**config.mk**
```make
export PLATFORM = sky130hd
export DESIGN_NAME = clk_pulse_gate
export DESIGN_NICKNAME = d
export VERILOG_FILES = /design/src/rtl/clk_pulse_gate.sv
export SDC_FILE = /design/constraint.sdc
export NUM_CORES = 1
export LEC_CHECK = 0
export BUFFER_PORTS_ARGS = -buffer_cell sky130_fd_sc_hd__buf_2
export CORE_ASPECT_RATIO = 0.7
export CORE_UTILIZATION = 45
export CTS_CLUSTER_DIAMETER = 150
export DETAILED_ROUTE_END_ITERATION = 7
export GPL_ROUTABILITY_DRIVEN = 0
export GPL_TIMING_DRIVEN = 0
export PLACE_DENSITY = 0.74
export REMOVE_ABC_BUFFERS = 1
export SLEW_MARGIN = 20
export SYNTH_ARGS = -nofsm -noshare
export SYNTH_HDL_FRONTEND = slang
export SYNTH_SLANG_ARGS = --single-unit
export TNS_END_PERCENT = 5
```
**constraint.sdc**
```tcl
create_clock -name clk -period 1.8 [get_ports clk]
set_input_delay 0.36 -clock clk [delete_from_list [all_inputs] [get_ports clk]]
set_output_delay 0.36 -clock clk [all_outputs]
set_load 0.02 [all_outputs]
```
**src/rtl/clk_pulse_gate.sv**
```systemverilog
// clk_pulse_gate: processor clock-enable gate with free-run, halt and N-cycle bursts.
// Optional macro CLK_PULSE_CYCLE_COUNT_EN adds a 32-bit enabled-cycle counter output.
module clk_pulse_gate #(
    parameter int PULSE_BITS = 12
) (
    input  logic                  clk,
    input  logic                  reset,
    input  logic                  clk_enable,
    input  logic                  write_pulse,
    input  logic [PULSE_BITS-1:0] num_pulses,
    output logic                  proc_clk_en,
    output logic                  busy,
    output logic [PULSE_BITS-1:0] pulses_remaining,
    output logic                  pulse_done
`ifdef CLK_PULSE_CYCLE_COUNT_EN
   ,output logic [31:0]           cycle_count
`endif
);

    typedef enum logic [1:0] {
        S_HALTED   = 2'd0,
        S_FREE_RUN = 2'd1,
        S_PULSING  = 2'd2
    } state_t;

    state_t                r_state;
    logic                  r_proc_clk_en;
    logic                  r_busy;
    logic [PULSE_BITS-1:0] r_rem;
    logic                  r_done;

    state_t                w_state_nxt;
    logic                  w_en_nxt;
    logic                  w_busy_nxt;
    logic [PULSE_BITS-1:0] w_rem_nxt;
    logic                  w_done_nxt;
    logic                  w_last;
    logic                  w_load;

    // The burst ends on the edge that closes the cycle where one pulse is left.
    assign w_last = (r_rem == PULSE_BITS'(1));
    assign w_load = (num_pulses != '0);

    // Next-state and next-output decode; every output is registered below.
    always_comb begin
        w_state_nxt = r_state;
        w_en_nxt    = 1'b0;
        w_busy_nxt  = 1'b0;
        w_rem_nxt   = r_rem;
        w_done_nxt  = 1'b0;
        unique case (r_state)
            S_HALTED: begin
                if (write_pulse) begin
                    if (w_load) begin
                        w_state_nxt = S_PULSING;
                        w_en_nxt    = 1'b1;
                        w_busy_nxt  = 1'b1;
                        w_rem_nxt   = num_pulses;
                    end else begin
                        w_done_nxt  = 1'b1;
                    end
                end else if (clk_enable) begin
                    w_state_nxt = S_FREE_RUN;
                    w_en_nxt    = 1'b1;
                end
            end
            S_FREE_RUN: begin
                if (clk_enable) begin
                    w_en_nxt    = 1'b1;
                end else begin
                    w_state_nxt = S_HALTED;
                end
            end
            S_PULSING: begin
                w_rem_nxt = r_rem - PULSE_BITS'(1);
                if (w_last) begin
                    // Gap cycle: enable stays low even when resuming free-run.
                    w_done_nxt  = 1'b1;
                    w_state_nxt = clk_enable ? S_FREE_RUN : S_HALTED;
                end else begin
                    w_en_nxt    = 1'b1;
                    w_busy_nxt  = 1'b1;
                end
            end
            default: begin
                w_state_nxt = S_HALTED;
                w_rem_nxt   = '0;
            end
        endcase
    end

    // State register; reset aborts any burst without a completion strobe.
    always_ff @(posedge clk or negedge reset) begin
        if (!reset) begin
            r_state <= S_HALTED;
        end else begin
            r_state <= w_state_nxt;
        end
    end

    // Registered outputs so no input reaches an output combinationally.
    always_ff @(posedge clk or negedge reset) begin
        if (!reset) begin
            r_proc_clk_en <= 1'b0;
            r_busy        <= 1'b0;
            r_rem         <= '0;
            r_done        <= 1'b0;
        end else begin
            r_proc_clk_en <= w_en_nxt;
            r_busy        <= w_busy_nxt;
            r_rem         <= w_rem_nxt;
            r_done        <= w_done_nxt;
        end
    end

    assign proc_clk_en      = r_proc_clk_en;
    assign busy             = r_busy;
    assign pulses_remaining = r_rem;
    assign pulse_done       = r_done;

`ifdef CLK_PULSE_CYCLE_COUNT_EN
    logic [31:0] r_cycle_count;

    // Counts every cycle the processor advances; wraps naturally at 2^32.
    always_ff @(posedge clk or negedge reset) begin
        if (!reset) begin
            r_cycle_count <= 32'd0;
        end else if (r_proc_clk_en) begin
            r_cycle_count <= r_cycle_count + 32'd1;
        end
    end

    assign cycle_count = r_cycle_count;
`endif

endmodule

```
# ---- Word level (Yosys, flattened, before mapping)
# Cells that the tools add are included.
dict set report totals {
  ff_bits 17
  inputBits 16
  wordCells 41
  out_inout_bits 15
}
dict set report classes {
  eq_ne 9
  add_sub_neg 1
  muxes 21
  bitwise 1
  reduce_logical 4
}
# operator n
set op_table {}
lappend op_table {{one-hot mux 12 bit (3 select lines)} 1}
lappend op_table {{two-way mux 12 bit} 2}
lappend op_table {{equality test 12 x 1 -> 1 bit (second input constant)} 1}
lappend op_table {{nonzero test 12 bit} 1}
lappend op_table {{subtractor 12 x 1 -> 12 bit (second input constant)} 1}
lappend op_table {{two-way mux 2 bit} 5}
lappend op_table {{two-way mux 1 bit} 9}
lappend op_table {{!= test 2 bit (second input constant)} 4}
lappend op_table {{!= test 3 bit (second input constant)} 2}
lappend op_table {{one-hot mux 2 bit (3 select lines)} 1}
lappend op_table {{one-hot mux 1 bit (2 select lines)} 2}
lappend op_table {{AND reduction 4 bit} 1}
lappend op_table {{one-hot mux 1 bit (3 select lines)} 1}
lappend op_table {{AND reduction 3 bit} 1}
lappend op_table {{equality test 2 x 1 -> 1 bit (second input constant)} 1}
lappend op_table {{equality test 2 bit (second input constant)} 1}
lappend op_table {{logical NOT 2 bit} 1}
lappend op_table {{inverter 1 bit} 1}

# ---- Depth between registers and ports, before layout
dict set report logic_depth {
  ltp_word 4
  mapped_depth 7
  mapped_depth_nobuf 6
}

# ---- Least setup slack after synthesis
# Ideal clock, no wire load.
dict set report synth_path {
  path_type {register -> register}
  start {register r_rem[0] (netlist: pulses_remaining[0])}
  end {register r_rem[10] (netlist: pulses_remaining[10])}
  arrival_time_ps 1823
  setup_ps 137
  stages_incl_launch_ff 8
  setup_slack_ps -160
  period_less_slack_ps 1960
  required_ps 1663
  n_path_buf 1
  cell_sequence {dfrtp_1 inv_1 ha_1 or3b_2 clkbuf_1 o31a_2 o21ai_0 a21oi_1}
}
dict set report synth_via {
  elab_chain_cells 2
}
# item line
set synth_lines {}
lappend synth_lines {{start, declared} 29} ;# logic [PULSE_BITS-1:0] r_rem;
lappend synth_lines {{start signal, assigned} 111} ;# r_rem <= w_rem_nxt;
lappend synth_lines {{subtractor 12 x 1 -> 12 bit} 75} ;# w_rem_nxt = r_rem - PULSE_BITS'(1);
lappend synth_lines {{one-hot mux 12 bit (3 select lines)} 51} ;# unique case (r_state)
# Every way passes these cells.
# A chain may end at the register's enable or synchronous reset.

# ---- Worst setup path after layout
dict set report layout_path {
  start {register r_rem[7] (netlist: pulses_remaining[7])}
  end {register r_rem[8] (netlist: pulses_remaining[8])}
}
# The elaborated chain is that of the path after synthesis.

==> results.env <==
OUTCOME='finished clean'
CP-STARTPOINT='pulses_remaining[7]'
POWER.SHARE.SEQUENTIAL=0.368
PROPORTION_OF_NETLIST_AREA_HELD_BY_THE_LARGEST_AREA_CONTRIBUTOR=0.409
LAYOUT-AREA-OVERHEAD-VS-SYNTH_PCT=27.5
TIMING.CRITICAL_PATH.TO_TYPE='register'
TIGHTESTPINTRANSITION_NS=0.606
WORSTSKEWPAIRLATENCY_NS=0.30
FLOORPLAN.CORE_AREA_UM2=2170
POWERDENSITY_nW_PER_UM2=1620
PLACEMENT.IO_BUFFERS=30
COMBINATIONAL_FAMILY_WITH_THE_MOST_AREA_AFTER_SYNTHESIS='compound AO/OA/AOI/OAI gates'
WORST_SLEW_MARGIN_REL=0.592
NETLIST_AREA_UM2=1040
NUMCTSBUFFERS=3
TRITONCTS_CLOCK_TREE='built'
WORSTPATHMAXFANOUT=7
ASYNC_RESET_FF_FRAC=1.00
SYNTH_FA_HA_AREA_FRAC=0.0240
WORSTHOLDSTART='clk_enable'
R2R_END='pulses_remaining[8]'
MOST_COMMON_CELL_IN_THE_NETLIST='dfrtp_1'
WORSTHOLDPATHCELLS=2
POST_SYNTH.CELL_AREA_AVG_UM2=9.13
CLK_ROOT_BUFFER_CELL='clkbuf_4'
CLOCK_TREE.HTREE_LEVEL_COUNT=1
CLKSINKCOUNT=17
P_SWITCHING_mW=1.01
GRT_PASS1_WL_UM=4550
DIE-AREA_UM2=2510
TOTAL_VIA_COUNT_AFTER_DETAILED_ROUTING=1102
DETAIL_ROUTE.ITER0.VIOLATIONS=72
GRTUSAGETOTAL=0.252
CRITICAL_PATH_REQUIRED_NS=2.05
FIN_NETS=166
TIMING_HOLD_VIOLATIONS_FINAL=0
CRITICAL_PATH.CELL_CHAIN='or4_4 > or4_1 > nand2_1 > a221o_2'
CLK_PIN_SLEW_NS=0.10
DRIVE_GT1_FRAC=0.401
CP_TOP_FAMILY='simple AND/OR/NAND/NOR gates'
START_UTIL=0.479
RR_STARTPOINT='pulses_remaining[7]'
SYNTH_AREA_LEADERS='dfrtp_1 41%, nor4_1 4.8%, a21oi_1 4.3%, mux2i_1 2.9%, nor3_1 2.9%'
SKEW_NS=0.00406
FINAL.MIN_CLOCK_PERIOD_NS=1.79
GRT_ANTENNA_BEFORE_REPAIR=0
GLOBAL_ROUTE.OVERFLOW_TOTAL=0
SYNTH_COMPOUND_GATE_AREA_SHARE=0.255
IO_PINS=31
MAXCAPVIOLCOUNT=0
POST-ROUTE-PERIOD-UTIL=0.992
WORSTHOLDENDPOINT='r_state[0]'
MIN-DELAY-PATH-CLASS='input pin to register'
CHIPHEIGHT_UM=42.2
AVGVIACOUNTPERCELL=6.16
REPORT.FINAL.SLEW_VIOL_COUNT=0
FIRST_GLOBAL_VIAS=917
TIMING_WORST_SETUP_PATH_TYPE='register to register'
LOGIC_PWR_SHARE=0.534
CRITICAL-PATH-MAX-STAGE-DELAY_NS=0.61
SYNTHESIS.INSTANCES=114
FINAL_REPORT_SETUP_VIOLATION_COUNT=0
YOSYS.CELL_TYPES.COUNT=39
ROUTE.ANTENNA.REMAINING_NETS=0
STARTPOINT_TYPE='register'
RR_WORST_DEPTH=4
SLOWEST_STAGE='or4_4'
SYNTH-EDFF-COUNT=0
PLACED_WIRE_LENGTH_ESTIMATE_AFTER_DETAILED_PLACEMENT_UM=2020
DIE-WIDTH_UM=59.5
MAX_CLOCK_FREQ_MHz=560
POWER_SWITCHING_SHARE=0.467
SYNTH_TOP_CELLS_BY_COUNT='17 x dfrtp_1, 9 x a21oi_1, 8 x nor4_1, 7 x inv_1, 6 x nor3_1'
CLOCKBUFFERDEPTH=2
DRC_ERRORS=0
POWER.STATIC_LEAKAGE_nW=0.572
P_CLK_FRAC=0.097
FRACTION_OF_SYNTHESIZED_AREA_IN_MULTIPLEXERS=0.0397
VDD.IR_DROP.WORST_uV=749
DETAIL_ROUTE.FIRST_PASS.ITERATIONS=4
INTERNAL_POWER_mW=1.15
POSTSYNTH.TOPFLOPCELL='dfrtp_1'
FLOORPLAN.ROWS=14
WORST-ENDPOINT-ARRIVAL_NS=2.03
GRT_MAX_DEGREE=22
TIMING.REG2REG.SETUP_SLACK_NS=0.01
COUNT_OF_ANTENNA_DIODES_IN_THE_LAYOUT=0
FINALCOREUTILIZATION=0.611
POST_SYNTH_XOR_AREA_FRACTION=0.00841
GRT_SETUP_UNREPAIRED='yes'
CP_NUM_BUF_INV=0
WL_UM=2990
SYNTH_TOP_AREA_CELL='dfrtp_1'
DPL-INSTANCE-AREA_UM2=1210
STDCELL_AREA_UM2=1330
SYNTH.YOSYS.SEQ_AREA_SHARE=0.409
YS.WARNINGS.COUNT=0
POSTSYNTHREGISTERBITS=17
WIRE_PER_INST_UM=16.7
SIMPLE_GATE_AREA_SHARE_OF_THE_YOSYS_NETLIST=0.220
-- state kept, by name, summed over array words and instances, names as in the netlist --
register,flops
pulse_done,1
pulses_remaining,12
r_state,2
proc_clk_en,1
busy,1
-- layer usage --
layer  vias to the layer above  global-route usage  part of all wire
met2                        59               0.348              0.44
li1                        512                   -                 -
met3                         6              0.0802             0.096
met4                         0               0.105            0.0090
met5                         -                   0                 0
met1                       525               0.359              0.45
-- stage by stage --
step | setup TNS (ns) | cells | total power [mW] | hold WS [ns] | setup slack [ns]
after global routing | -0.0369 | 179 | 2.29 | 0.289 | -0.0369
after detailed placement | -0.974 | 171 | 1.76 | 0.309 | -0.249
after floorplan | -0.218 | 109 | 1.44 | 0.0644 | -0.0983
after CTS | 0 | 176 | 2.04 | 0.280 | 0.00456
final | 0 | 179 | 2.15 | 0.276 | 0.0139
after global placement | -0.787 | 171 | 1.73 | 0.301 | -0.146
-- area by class of cell --
cell class                 count  area, um^2
timing repair buffer          34         183
inverter                       7        26.3
sequential                    17         432
tap                           32        40.0
clock buffer                   4        26.3
multi-input combinational     85         621
fill                         201         845
-- power by group through the flow --
stage / sequential (mW) / clock (mW) / combinational [mW]
floorplan: 0.883 / 0 / 0.557
finish: 0.792 / 0.209 / 1.15
global placement: 0.743 / 0 / 0.991
CTS: 0.772 / 0.212 / 1.06
global route: 0.821 / 0.224 / 1.25
detailed placement: 0.757 / 0 / 1.00
-- placed cells by master (no fill, tap or decap), types with 3 or more instances in the layout --
cell type,count
a221oi_1,3
nor3_1,6
a21oi_1,9
buf_2,30
nor4_1,5
nor4_2,3
buf_4,3
mux2i_1,3
nand2_1,5
inv_1,5
o21ai_0,3
dfrtp_2,5
nor2_1,5
o22ai_1,4
dfrtp_1,12
clkbuf_4,3
-- repair_timing --
item                                   4_1_cts  5_1_grt
setup buffers                                0        3
endpoints found under the hold margin       17        0
setup endpoints to repair                    7        7
hold buffers                                 1        0
gates resized for setup                     13        6
pin swaps                                    2        3
-- logic make-up after synthesis --
kind of cell               after synthesis
xor gates and xnor gates                 1
and+or+nand+nor                         40
AOI/OAI and AO/OA                       38
adders and majority gates                2
buffers and inverters                   12
muxes                                    4
DFF                                     17
-- worst register-to-register path, stage by stage, from the launching register on --
cell and delay [ns]:
dfrtp_1 0.43, or4_4 0.62, or4_1 0.52, nand2_1 0.08, a221o_2 0.10
-- how the worst max path moves through the flow --
stage | endpoint | slack [ns] | depth (start not counted)
6_report | pulses_remaining[8] | 0.01 | 4
2_1_floorplan | pulses_remaining[10] | -0.1 | 6
3_3_place_gp | pulses_remaining[10] | -0.15 | 6
3_5_place_dp | pulses_remaining[10] | -0.25 | 6
5_1_grt | pulses_remaining[8] | -0.04 | 4
4_1_cts | pulses_remaining[8] | 0.005 | 6
No activity file was read; power rests on OpenSTA's default activity.
